File: config.mk
export PLATFORM = sky130hd
export DESIGN_NAME = ysyx_25030093_ifu
export DESIGN_NICKNAME = d
export VERILOG_FILES = /design/src/rtl/ysyx_25030093_ifu.sv
export SDC_FILE = /design/constraint.sdc
export NUM_CORES = 1
export LEC_CHECK = 0
export BUFFER_PORTS_ARGS = -buffer_cell sky130_fd_sc_hd__buf_2
export CAP_MARGIN = 40
export CORE_AREA = 2 2 114 116
export DETAILED_ROUTE_END_ITERATION = 8
export DIE_AREA = 0 0 116 118
export PLACE_DENSITY = 0.67
export SLEW_MARGIN = 20
export SYNTH_ARGS = -nofsm -noshare
export SYNTH_HDL_FRONTEND = slang
export SYNTH_SLANG_ARGS = --single-unit
File: constraint.sdc
create_clock -name clk -period 3.1 [get_ports clk]
set_clock_uncertainty 0.2 [all_clocks]
set_input_delay 0.155 -clock clk [delete_from_list [all_inputs] [get_ports clk]]
set_output_delay 0.155 -clock clk [all_outputs]
set_load 0.02 [all_outputs]
File: src/rtl/ysyx_25030093_ifu.sv
// Instruction fetch unit: one single-beat AXI4-Lite read per accepted PC,
// with misaligned, bus-error and timeout faults reported to decode.
module ysyx_25030093_ifu #(
    parameter int unsigned TIMEOUT    = 255,
    parameter bit          RESET_SKIP = 1'b0
) (
    input  logic        clk,
    input  logic        rst,
    input  logic [31:0] pc,
    input  logic        pc_valid,
    output logic        pc_ready,
    output logic [31:0] araddr,
    output logic        arvalid,
    input  logic        arready,
    input  logic [31:0] rdata,
    input  logic [1:0]  rresp,
    input  logic        rvalid,
    output logic        rready,
    output logic [31:0] inst,
    output logic [31:0] inst_pc,
    output logic        inst_valid,
    input  logic        inst_ready,
    output logic        fault,
    output logic [1:0]  fault_cause
);

    typedef enum logic [2:0] {
        IDLE,
        AR,
        R_WAIT,
        DRAIN,
        OUT
    } state_e;

    localparam logic [15:0] CNT_MAX = 16'(TIMEOUT - 1);

    state_e      state_q, state_d;
    logic [15:0] cnt_q, cnt_d;
    logic [31:0] araddr_q, araddr_d;
    logic [31:0] inst_q, inst_d;
    logic [31:0] inst_pc_q, inst_pc_d;
    logic        fault_q, fault_d;
    logic [1:0]  cause_q, cause_d;
    logic        skip_q, skip_d;
    logic        late_q, late_d;
    logic        ack_q, ack_d;
    logic        late_nxt, ack_nxt;

    always_comb begin
        state_d   = state_q;
        cnt_d     = cnt_q;
        araddr_d  = araddr_q;
        inst_d    = inst_q;
        inst_pc_d = inst_pc_q;
        fault_d   = fault_q;
        cause_d   = cause_q;
        skip_d    = 1'b0;
        late_d    = late_q;
        ack_d     = ack_q;
        late_nxt  = late_q | rvalid;
        ack_nxt   = ack_q | inst_ready;
        unique case (state_q)
            IDLE: begin
                if (pc_valid && !skip_q) begin
                    inst_pc_d = pc;
                    if (pc[1:0] == 2'b00) begin
                        araddr_d = pc;
                        state_d  = AR;
                    end else begin
                        inst_d  = 32'h0;
                        fault_d = 1'b1;
                        cause_d = 2'b01;
                        state_d = OUT;
                    end
                end
            end
            AR: begin
                if (arready) begin
                    cnt_d   = 16'h0;
                    state_d = R_WAIT;
                end
            end
            R_WAIT: begin
                // A beat arriving on the expiry cycle still completes normally.
                if (rvalid) begin
                    state_d = OUT;
                    if (rresp == 2'b00) begin
                        inst_d  = rdata;
                        fault_d = 1'b0;
                        cause_d = 2'b00;
                    end else begin
                        inst_d  = 32'h0;
                        fault_d = 1'b1;
                        cause_d = 2'b10;
                    end
                end else if (cnt_q == CNT_MAX) begin
                    inst_d  = 32'h0;
                    fault_d = 1'b1;
                    cause_d = 2'b11;
                    late_d  = 1'b0;
                    ack_d   = 1'b0;
                    state_d = DRAIN;
                end else begin
                    cnt_d = cnt_q + 16'h1;
                end
            end
            DRAIN: begin
                late_d = late_nxt;
                ack_d  = ack_nxt;
                if (late_nxt && ack_nxt) begin
                    state_d = IDLE;
                end
            end
            OUT: begin
                if (inst_ready) begin
                    state_d = IDLE;
                end
            end
            default: state_d = IDLE;
        endcase
    end

    always_ff @(posedge clk or negedge rst) begin
        if (!rst) begin
            state_q   <= IDLE;
            cnt_q     <= 16'h0;
            araddr_q  <= 32'h0;
            inst_q    <= 32'h0;
            inst_pc_q <= 32'h0;
            fault_q   <= 1'b0;
            cause_q   <= 2'b00;
            skip_q    <= RESET_SKIP;
            late_q    <= 1'b0;
            ack_q     <= 1'b0;
        end else begin
            state_q   <= state_d;
            cnt_q     <= cnt_d;
            araddr_q  <= araddr_d;
            inst_q    <= inst_d;
            inst_pc_q <= inst_pc_d;
            fault_q   <= fault_d;
            cause_q   <= cause_d;
            skip_q    <= skip_d;
            late_q    <= late_d;
            ack_q     <= ack_d;
        end
    end

    // Once decode has taken the timeout fault it is not offered again.
    assign pc_ready    = (state_q == IDLE) && !skip_q;
    assign arvalid     = (state_q == AR);
    assign rready      = (state_q == R_WAIT) || ((state_q == DRAIN) && !late_q);
    assign inst_valid  = (state_q == OUT) || ((state_q == DRAIN) && !ack_q);
    assign araddr      = araddr_q;
    assign inst        = inst_q;
    assign inst_pc     = inst_pc_q;
    assign fault       = fault_q;
    assign fault_cause = cause_q;

endmodule

==> results_dict.tcl, run 1 <==
set metrics [dict create \
    synth_top_area_cell "dfrtp_1" \
    rsz0062_at_grt "no" \
    pin_count 175 \
    vias 4117 \
    die_h_um 118 \
    dp_cells 699 \
    clk_pin_slew_worst_paths_ns 0.05 \
    overflow 0 \
    r2r_slack_ns 0.64 \
    via_per_inst 5.15 \
    fin_tns_setup_ns 0 \
    drive_gt1_share_pct 41.6 \
    leakagePower_uw 0.00351 \
    initial_utilization_pct 40.3 \
    path_buf_inv 0 \
    combPwrFrac_pct 32.9 \
    drtPass1Iterations 4 \
    drt-met1-wl_um 5210 \
    dr_wl_met2_um 6320 \
    ys_warn_count 0 \
    coreArea_mm2 0.0124 \
    multi_input_area_mm2 0.00187 \
    internal_power_uw 4080 \
    seq_area_mm2 0.00300 \
    grt_pass1_wl_um 20900 \
    cts_root_buffer "clkbuf_16" \
    power_frac_seq_pct 37.2 \
    grt_start_max_net_pins 68 \
    clock.fmax_mhz 407 \
    p_per_area_mw_per_mm2 845 \
    cts_tree "done" \
    syn_nets 443 \
    maxSlewViolCount 0 \
    track_usage_pct 19.5 \
    hold_viol_final 0 \
    synthDistinctLibCells 46 \
    post_cts_resize_count 0 \
    pre_cts_ws_ns 0.703 \
    yosys.area.top_type_share_pct 60.0 \
    wl_per_cell_um 15.9 \
    syn2layout_area_growth_pct 46.8 \
    syn_area_per_cell_um2 13.6 \
    ys_seq_area_share_pct 60.0 \
    crit_family "simple AND/OR/NAND/NOR gates" \
    ys_seq_elements 120 \
    cts_buffer_depth 2 \
    cts_inserted_buffers 17 \
    synth_edf_count 0 \
    fin_crit_sh_pct 79.2 \
    final_nets 689 \
    hp-class "input pin to flop" \
    p_switching_uw 2120 \
    crit_path_start_kind "flop" \
    path_max_fanout 22 \
    cp_slowest_cell "dfrtp_1" \
    met3_wirelength_um 952 \
    crit_required_ns 3.22 \
    port_buffers 174 \
    insertion_delay_ns 0.41 \
    gp_congestion 0.819 \
    end_kind "flop" \
    wirelength_um 12700 \
    die_w_um 116 \
    synth.area.top_cells "dfrtp_1 (60%), mux2_2 (7.9%), a32o_1 (6.6%)" \
    crit_arrival_ns 2.58 \
    vdd_drop_max_mv 0.678 \
    placement_rows 41 \
    drc_errors 0 \
    fillers 1011 \
    first_global_vias 4368 \
    synth_cells 369 \
    setup_viol 0 \
    pwr-share-clk_pct 30.0 \
    crit_type "flop to flop" \
    cts.sinks 120 \
    p_sw_share_pct 34.2 \
    fin_area_mm2 0.00734 \
    min_period_ns 2.46 \
    antenna_found_initial 1 \
    cp_slowest_stage_delay_ns 0.62 \
    top_layer "met5" \
    dieArea_mm2 0.0137 \
    fin_ws_ns 0.645 \
    slew_headroom_pct 51.8 \
    syn_area_mm2 0.00500 \
    final_common_cell "buf_2" \
    htree_levels 4 \
    dpl-instance-area_mm2 0.00606 \
    final_cell_mix "buf_2 (173), dfrtp_1 (120), dlygate4sd3_1 (68)" \
    worstMarginPinSlew_ns 0.723 \
    outcome "finished clean" \
    hpwl_um 8040 \
    final_cells 800 \
    diodes 0 \
    synthFlopType "dfrtp_1" \
    drt-initial-drc-count 202 \
    maxCapViolCount 0 \
    drtAntennaViolNets 0 \
    worstPathCellList "and4bb_2 -> o2111ai_1 -> or3_1 -> a21oi_1" \
    async_reset_ff_share_pct 100 \
]
[timing repair]
item                                   4_1_cts  5_1_grt
endpoints found under the hold margin      152        0
hold buffers                                68        0
setup buffers                                0        0
[registers in the layout (all words and copies together), names as in the netlist]
name	cells
inst	32
ack_q	1
cnt_q	16
inst_pc	32
fault	1
late_q	1
araddr	32
state_q	3
fault_cause	2
[layout make-up]
cell class	instances	area share [%]
clock buffers	25	6.88
clock inverters	7	0.903
inverters	7	0.358
multi-input cells	217	25.4
flip-flops and latches	120	40.9
well taps	172	2.93
repair buffers	252	22.6
[stage by stage]
| stage | hold WS (ns) | power, uW | util, % |
|---|---|---|---|
| after floorplan | -0.341 | 3550 | - |
| after global placement | 0.0400 | 4230 | 48.8 |
| final | 0.0914 | 6200 | 59.2 |
| after CTS | 0.0795 | 6260 | 58.9 |
| after global routing | 0.0945 | 6550 | 59.2 |
| after detailed placement | 0.0507 | 4290 | 48.8 |
[logic make-up (layout without fill, tap and decap cells)]
family / after synthesis / count (layout) / synth area share (%)
adders and majority gates: 2 / 2 / 0.500
muxes: 68 / 68 / 15.2
AOI/OAI and AO/OA: 81 / 81 / 12.6
xor gates and xnor gates: 2 / 2 / 0.350
DFF: 120 / 120 / 60.0
buffers and inverters: 32 / 291 / 2.95
and+or+nand+nor: 64 / 64 / 8.43
[layer usage]
| layer | up-vias | GRT usage [%] |
|---|---|---|
| met2 | 147 | 32.4 |
| met1 | 2049 | 22.6 |
| li1 | 1898 | - |
| met4 | 2 | 7.66 |
| met5 | - | 0 |
| met3 | 21 | 7.47 |
[cell usage after synthesis, types with 5 or more instances]
| library cell | count |
|---|---|
| dfrtp_1 | 120 |
| mux2_2 | 35 |
| a32o_1 | 33 |
| mux2_1 | 27 |
| buf_2 | 22 |
| a21oi_1 | 17 |
| nand2_1 | 15 |
| o21ai_0 | 10 |
| inv_1 | 7 |
| mux2i_1 | 6 |
| nor2_1 | 6 |
| o2111ai_1 | 6 |
| and4_1 | 5 |
| or2_2 | 5 |
| or3_1 | 5 |
[worst min-delay path: cells and delay by family]
| family | cells | cell delay, ns |
|---|---|---|
| buf+inv | 1 | 0.11 |
| mux | 1 | 0.14 |
| simple gates | 2 | 0.25 |
[power by group through the flow]
stage	Combinational (uW)	Clock, uW	Sequential [uW]
floorplan	704	0	2850
global placement	1950	0	2280
detailed placement	1980	0	2310
CTS	2050	1910	2300
global route	2200	1990	2370
finish	2040	1860	2310
[final timing paths]
path                                   startpoint                      to  depth (start not counted)
hold / removal                           pc_valid   araddr[6]$_DFFE_PN0P_                          4
setup / recovery           state_q[0]$_DFFE_PN0P_   cnt_q[15]$_DFFE_PN0P_                          4
min in group asynchronous                     rst  araddr[10]$_DFFE_PN0P_                          2
hold reg to reg             araddr[1]$_DFFE_PN0P_   araddr[1]$_DFFE_PN0P_                          1
max in group asynchronous                     rst    inst[25]$_DFFE_PN0P_                          3
setup reg to reg           state_q[0]$_DFFE_PN0P_   cnt_q[15]$_DFFE_PN0P_                          4
Note: power is estimated with default switching activity, not from simulation.
==> run 2, diff against run 1 <==
- clock period: 3.1 -> 2.35 ns (I/O delays scaled with it)
==> run 2 against run 1 <==
Net effect:
- first-iteration DRC count is 13% higher
- power is 33% higher
- combinational power is 34% higher
- die area stayed put
- clock power is 32% higher
- hold slack better by 0.054 ns
- maximum frequency is 11% higher
- highest routed layer is now met4
==> results_dict.tcl, run 2 (synthesis results as in run 1) <==
set metrics [dict create \
    die_w_um 116 \
    clock.fmax_mhz 453 \
    outcome "finished clean" \
    drt-initial-drc-count 229 \
    first_global_vias 4474 \
    antenna_found_initial 0 \
    min_period_ns 2.21 \
    final_common_cell "buf_2" \
    drtPass1Iterations 6 \
    syn2layout_area_growth_pct 50.1 \
    met3_usage_pct 8.03 \
    grt_busiest_layer "met2" \
    multi_input_area_mm2 0.00187 \
    maxCapViolCount 0 \
    cts_root_buffer "clkbuf_16" \
    vdd_drop_max_mv 0.851 \
    crit_path_start_kind "flop" \
    slew_headroom_pct 58.4 \
    die_h_um 118 \
    cts_tree "done" \
    final_cells 819 \
    hp-class "input pin to asynchronous set/reset pin" \
    p_per_area_mw_per_mm2 1100 \
    wl_per_cell_um 16.5 \
    setup_viol 0 \
    diodes 0 \
    fin_crit_sh_pct 93.9 \
    clk_pin_slew_worst_paths_ns 0.05 \
    final_cell_mix "buf_2 (173), dfrtp_1 (119), dlygate4sd3_1 (70)" \
    path_buf_inv 0 \
    path_max_fanout 12 \
    grtUsageMet2_pct 34.8 \
    insertion_delay_ns 0.41 \
    grt_pass1_wl_um 22400 \
    whs_ns 0.145 \
    crit_family "simple AND/OR/NAND/NOR gates" \
    cts_buffer_depth 2 \
    track_usage_pct 21.0 \
    grtUsageMet1_pct 24.4 \
    maxSlewViolCount 0 \
    overflow 0 \
    crit_arrival_ns 2.34 \
    dpl-instance-area_mm2 0.00621 \
    hold_viol_final 0 \
    fin_area_mm2 0.00750 \
    htree_levels 4 \
    initial_utilization_pct 40.3 \
    p_total_uw 8250 \
    hpwl_um 8270 \
    end_kind "flop" \
    worstPathCellList "and4bb_4 -> o2111ai_1 -> or3_1 -> a21oi_1" \
    drive_gt1_share_pct 43.1 \
    final_core_util_pct 60.5 \
    cp_slowest_cell "dfrtp_1" \
    cts.sinks 120 \
    seq_area_mm2 0.00300 \
    fillers 996 \
    drc_errors 0 \
    dp_cells 717 \
    rsz0062_at_grt "no" \
    final_nets 709 \
    vias 4229 \
    coreArea_mm2 0.0124 \
    grt_start_max_net_pins 121 \
    pin_count 175 \
    port_buffers 174 \
    drtAntennaViolNets 0 \
    cp_slowest_stage_delay_ns 0.51 \
    placement_rows 41 \
    worstMarginPinSlew_ns 0.624 \
    crit_required_ns 2.49 \
    dieArea_mm2 0.0137 \
    wirelength_um 13600 \
    crit_type "flop to flop" \
    gp_congestion 0.809 \
    cts_inserted_buffers 17 \
    leakagePower_uw 0.00360 \
    via_per_inst 5.16 \
]
-- run 2: power breakdown --
part           internal (uW)  switching (uW)  leakage (uW)  total, uW
Clock                   1550             892      0.000272       2450
Combinational           1150            1590       0.00181       2740
Sequential              2690             367       0.00153       3060
Total                   5400            2850       0.00360       8250
-- run 2: worst register-to-register path: stages (launching register included) --
cell and delay, ns:
dfrtp_1 0.51, and4bb_4 0.49, o2111ai_1 0.31, or3_1 0.46
a21oi_1 0.16
-- run 2: metal layers --
metal / part of all wire, % / vias up
met4: 1.5 / 0
met3: 7.7 / 19
li1: - / 1928
met5: 0 / -
met2: 51 / 173
met1: 40 / 2109
-- run 2: worst paths after layout --
path	from	end	slack, ns	cells after the start
hold reg to reg	araddr[27]$_DFFE_PN0P_	araddr[27]$_DFFE_PN0P_	0.28	1
setup reg to reg	state_q[1]$_DFFE_PN0P_	cnt_q[11]$_DFFE_PN0P_	0.14	4
setup / recovery	state_q[1]$_DFFE_PN0P_	cnt_q[11]$_DFFE_PN0P_	0.14	4
min in group clk	pc_valid	araddr[1]$_DFFE_PN0P_	0.15	5
max in group asynchronous	rst	inst[25]$_DFFE_PN0P_	1.34	3
hold / removal	rst	araddr[10]$_DFFE_PN0P_	0.15	3
-- run 2: cell type report --
type,count,share of cell area (%)
clock inverters,7,0.917
well taps,172,2.87
repair buffers,272,24.4
flip-flops and latches,120,40.0
inverters,7,0.350
multi-input cells,217,24.9
clock buffers,24,6.55
-- run 2: stage by stage --
stage / setup TNS, ns / worst slack [ns]
after floorplan: 0 / 0.340
after global placement: -5.04 / -0.212
after detailed placement: 0 / 0.0744
after CTS: 0 / 0.0327
after global routing: 0 / 0.0108
final: 0 / 0.144
-- run 2: repair_timing --
action / in CTS / in global routing
resized for setup: 0 / 2
hold buffers: 70 / 0
setup buffers: 0 / 0
endpoints found under the hold margin: 224 / 0
endpoints found under the setup margin: 0 / 3
==> run 3, diff against run 2 <==
- CORE_AREA: 2 2 114 116 -> 2 2 120 122
- DIE_AREA: 0 0 116 118 -> 0 0 122 124
- PLACE_DENSITY: 0.67 -> default
- clock period: 2.35 -> 2.3 ns (I/O delays scaled with it)
==> run 3 against run 2 <==
Net effect:
- combinational power rose by 1%
- power grew 1.4%
- maximum frequency is 1.3% higher
- wire length down 1.4%
- largest power group unchanged
- design area decreased by 1.1%
- sequential power increased by 3%
- via count fell by 4.1%
- hold slack got worse by 0.11 ns
- clock-buffer cell count is 4 lower
- cell count decreased by 0.73%
- register-to-register slack got worse by 0.02 ns
==> results_dict.tcl, run 3 (synthesis results as in run 1) <==
set metrics [dict create \
    dieArea_mm2 0.0151 \
    worstPathCellList "inv_1 -> ha_1 -> nor4b_2 -> and4_1 -> buf_4 -> or4_1 -> a21oi_1" \
    cp_slowest_stage_delay_ns 0.49 \
    path_max_fanout 9 \
    die_w_um 122 \
    fin_area_mm2 0.00743 \
    vdd_drop_max_mv 0.831 \
    cts.sinks 120 \
    crit_required_ns 2.43 \
    insertion_delay_ns 0.41 \
    p_per_area_mw_per_mm2 1130 \
    via_per_inst 4.99 \
    cts_inserted_buffers 17 \
    pin_count 175 \
    end_kind "flop" \
    drtPass1Iterations 8 \
    maxCapViolCount 0 \
    slew_headroom_pct 63.7 \
    seq_area_mm2 0.00300 \
    hp-class "input pin to asynchronous set/reset pin" \
    crit_family "simple AND/OR/NAND/NOR gates" \
    hpwl_um 8750 \
    multi_input_area_mm2 0.00187 \
    track_usage_pct 18.2 \
    vias 4054 \
    final_cell_mix "buf_2 (173), dfrtp_1 (120), dlygate4sd3_1 (70)" \
    cp_slowest_cell "or4_1" \
    final_common_cell "buf_2" \
    wirelength_um 13400 \
    clock.fmax_mhz 459 \
    dpl-instance-area_mm2 0.00617 \
    port_buffers 174 \
    coreArea_mm2 0.0137 \
    crit_path_start_kind "flop" \
    leakagePower_uw 0.00355 \
    hold_viol_final 0 \
    cts_tree "done" \
    cts_buffer_depth 2 \
    first_global_vias 4334 \
    diodes 0 \
    fillers 1166 \
    antenna_found_initial 0 \
    drtAntennaViolNets 0 \
    cts_root_buffer "clkbuf_16" \
    drt-initial-drc-count 134 \
    initial_utilization_pct 36.5 \
    overflow 0 \
    clk_pin_slew_worst_paths_ns 0.05 \
    gp_congestion 0.855 \
    final_nets 696 \
    min_period_ns 2.18 \
    p_total_uw 8360 \
    placement_rows 43 \
    htree_levels 4 \
    wl_per_cell_um 16.4 \
    final_core_util_pct 54.1 \
    outcome "finished clean" \
    drive_gt1_share_pct 42.0 \
    die_h_um 124 \
    drc_errors 0 \
    fin_tns_setup_ns 0 \
    grt_start_max_net_pins 44 \
    maxSlewViolCount 0 \
    rsz0062_at_grt "no" \
    fin_crit_sh_pct 94.7 \
    setup_viol 0 \
    syn2layout_area_growth_pct 48.5 \
    grt_pass1_wl_um 21100 \
    crit_arrival_ns 2.31 \
    worstMarginPinSlew_ns 0.545 \
    path_buf_inv 2 \
    crit_type "flop to flop" \
]
## run 3: changes by cell type in the layout (fill, tap and decap cells not counted), moves of 3 or more
| cell | before | now |
|---|---|---|
| clkinv_2 | 3 | 6 |
| clkbuf_8 | 4 | 0 |
| buf_4 | 26 | 10 |
| buf_12 | 2 | 6 |
## run 3: where the power goes
group          total (uW)  switching [uW]  internal, uW
clock network        2450             881          1570
logic                2780            1620          1160
registers            3140             385          2750
total                8360            2890          5480
## run 3: area by class of cell
cell class | count | share of cell area (%)
timing repair buffer | 259 | 23.7
sequential | 120 | 40.4
clock buffer | 20 | 5.88
tap | 180 | 3.03
inverter | 7 | 0.354
clock inverter | 10 | 1.43
multi-input combinational | 217 | 25.1
## run 3: worst paths after layout
check	from	to	slack, ns	cells after the start
min in group clk	pc_valid	araddr[0]$_DFFE_PN0P_	0.16	4
max in group asynchronous	rst	inst[5]$_DFFE_PN0P_	1.24	3
min	rst	inst_pc[30]$_DFFE_PN0P_	0.03	2
max	cnt_q[0]$_DFFE_PN0P_	cnt_q[7]$_DFFE_PN0P_	0.12	7
min reg2reg	araddr[15]$_DFFE_PN0P_	araddr[15]$_DFFE_PN0P_	0.28	1
max reg2reg	cnt_q[0]$_DFFE_PN0P_	cnt_q[7]$_DFFE_PN0P_	0.12	7
## run 3: layer usage
layer	GRT usage [%]	routed length (um)	vias to the layer above
li1	-	-	1901
met1	21.0	5570	2009
met2	31.4	6750	133
met3	6.82	905	11
met4	5.96	132	0
met5	0	0	-
## run 3: through the flow
step                      hold WS, ns  setup WS (ns)  instances
after CTS                      0.0389         0.0910        813
after global routing           0.0671         0.0361        813
after detailed placement      -0.0602          0.102        713
after floorplan                -0.381          0.290        369
final                          0.0334          0.123        813
after global placement        -0.0672          0.219        713
## run 3: repair_timing
item	CTS	global route
resized for setup	0	2
buffers inserted	0	0
endpoints found under the setup margin	0	22
hold buffers	70	0
hold endpoints to repair	226	0
## run 3: worst reg2reg max path: stages, from the launching register on
cell	delay, ns
dfrtp_1	0.38
inv_1	0.09
ha_1	0.21
nor4b_2	0.17
and4_1	0.24
buf_4	0.18
or4_1	0.49
a21oi_1	0.15
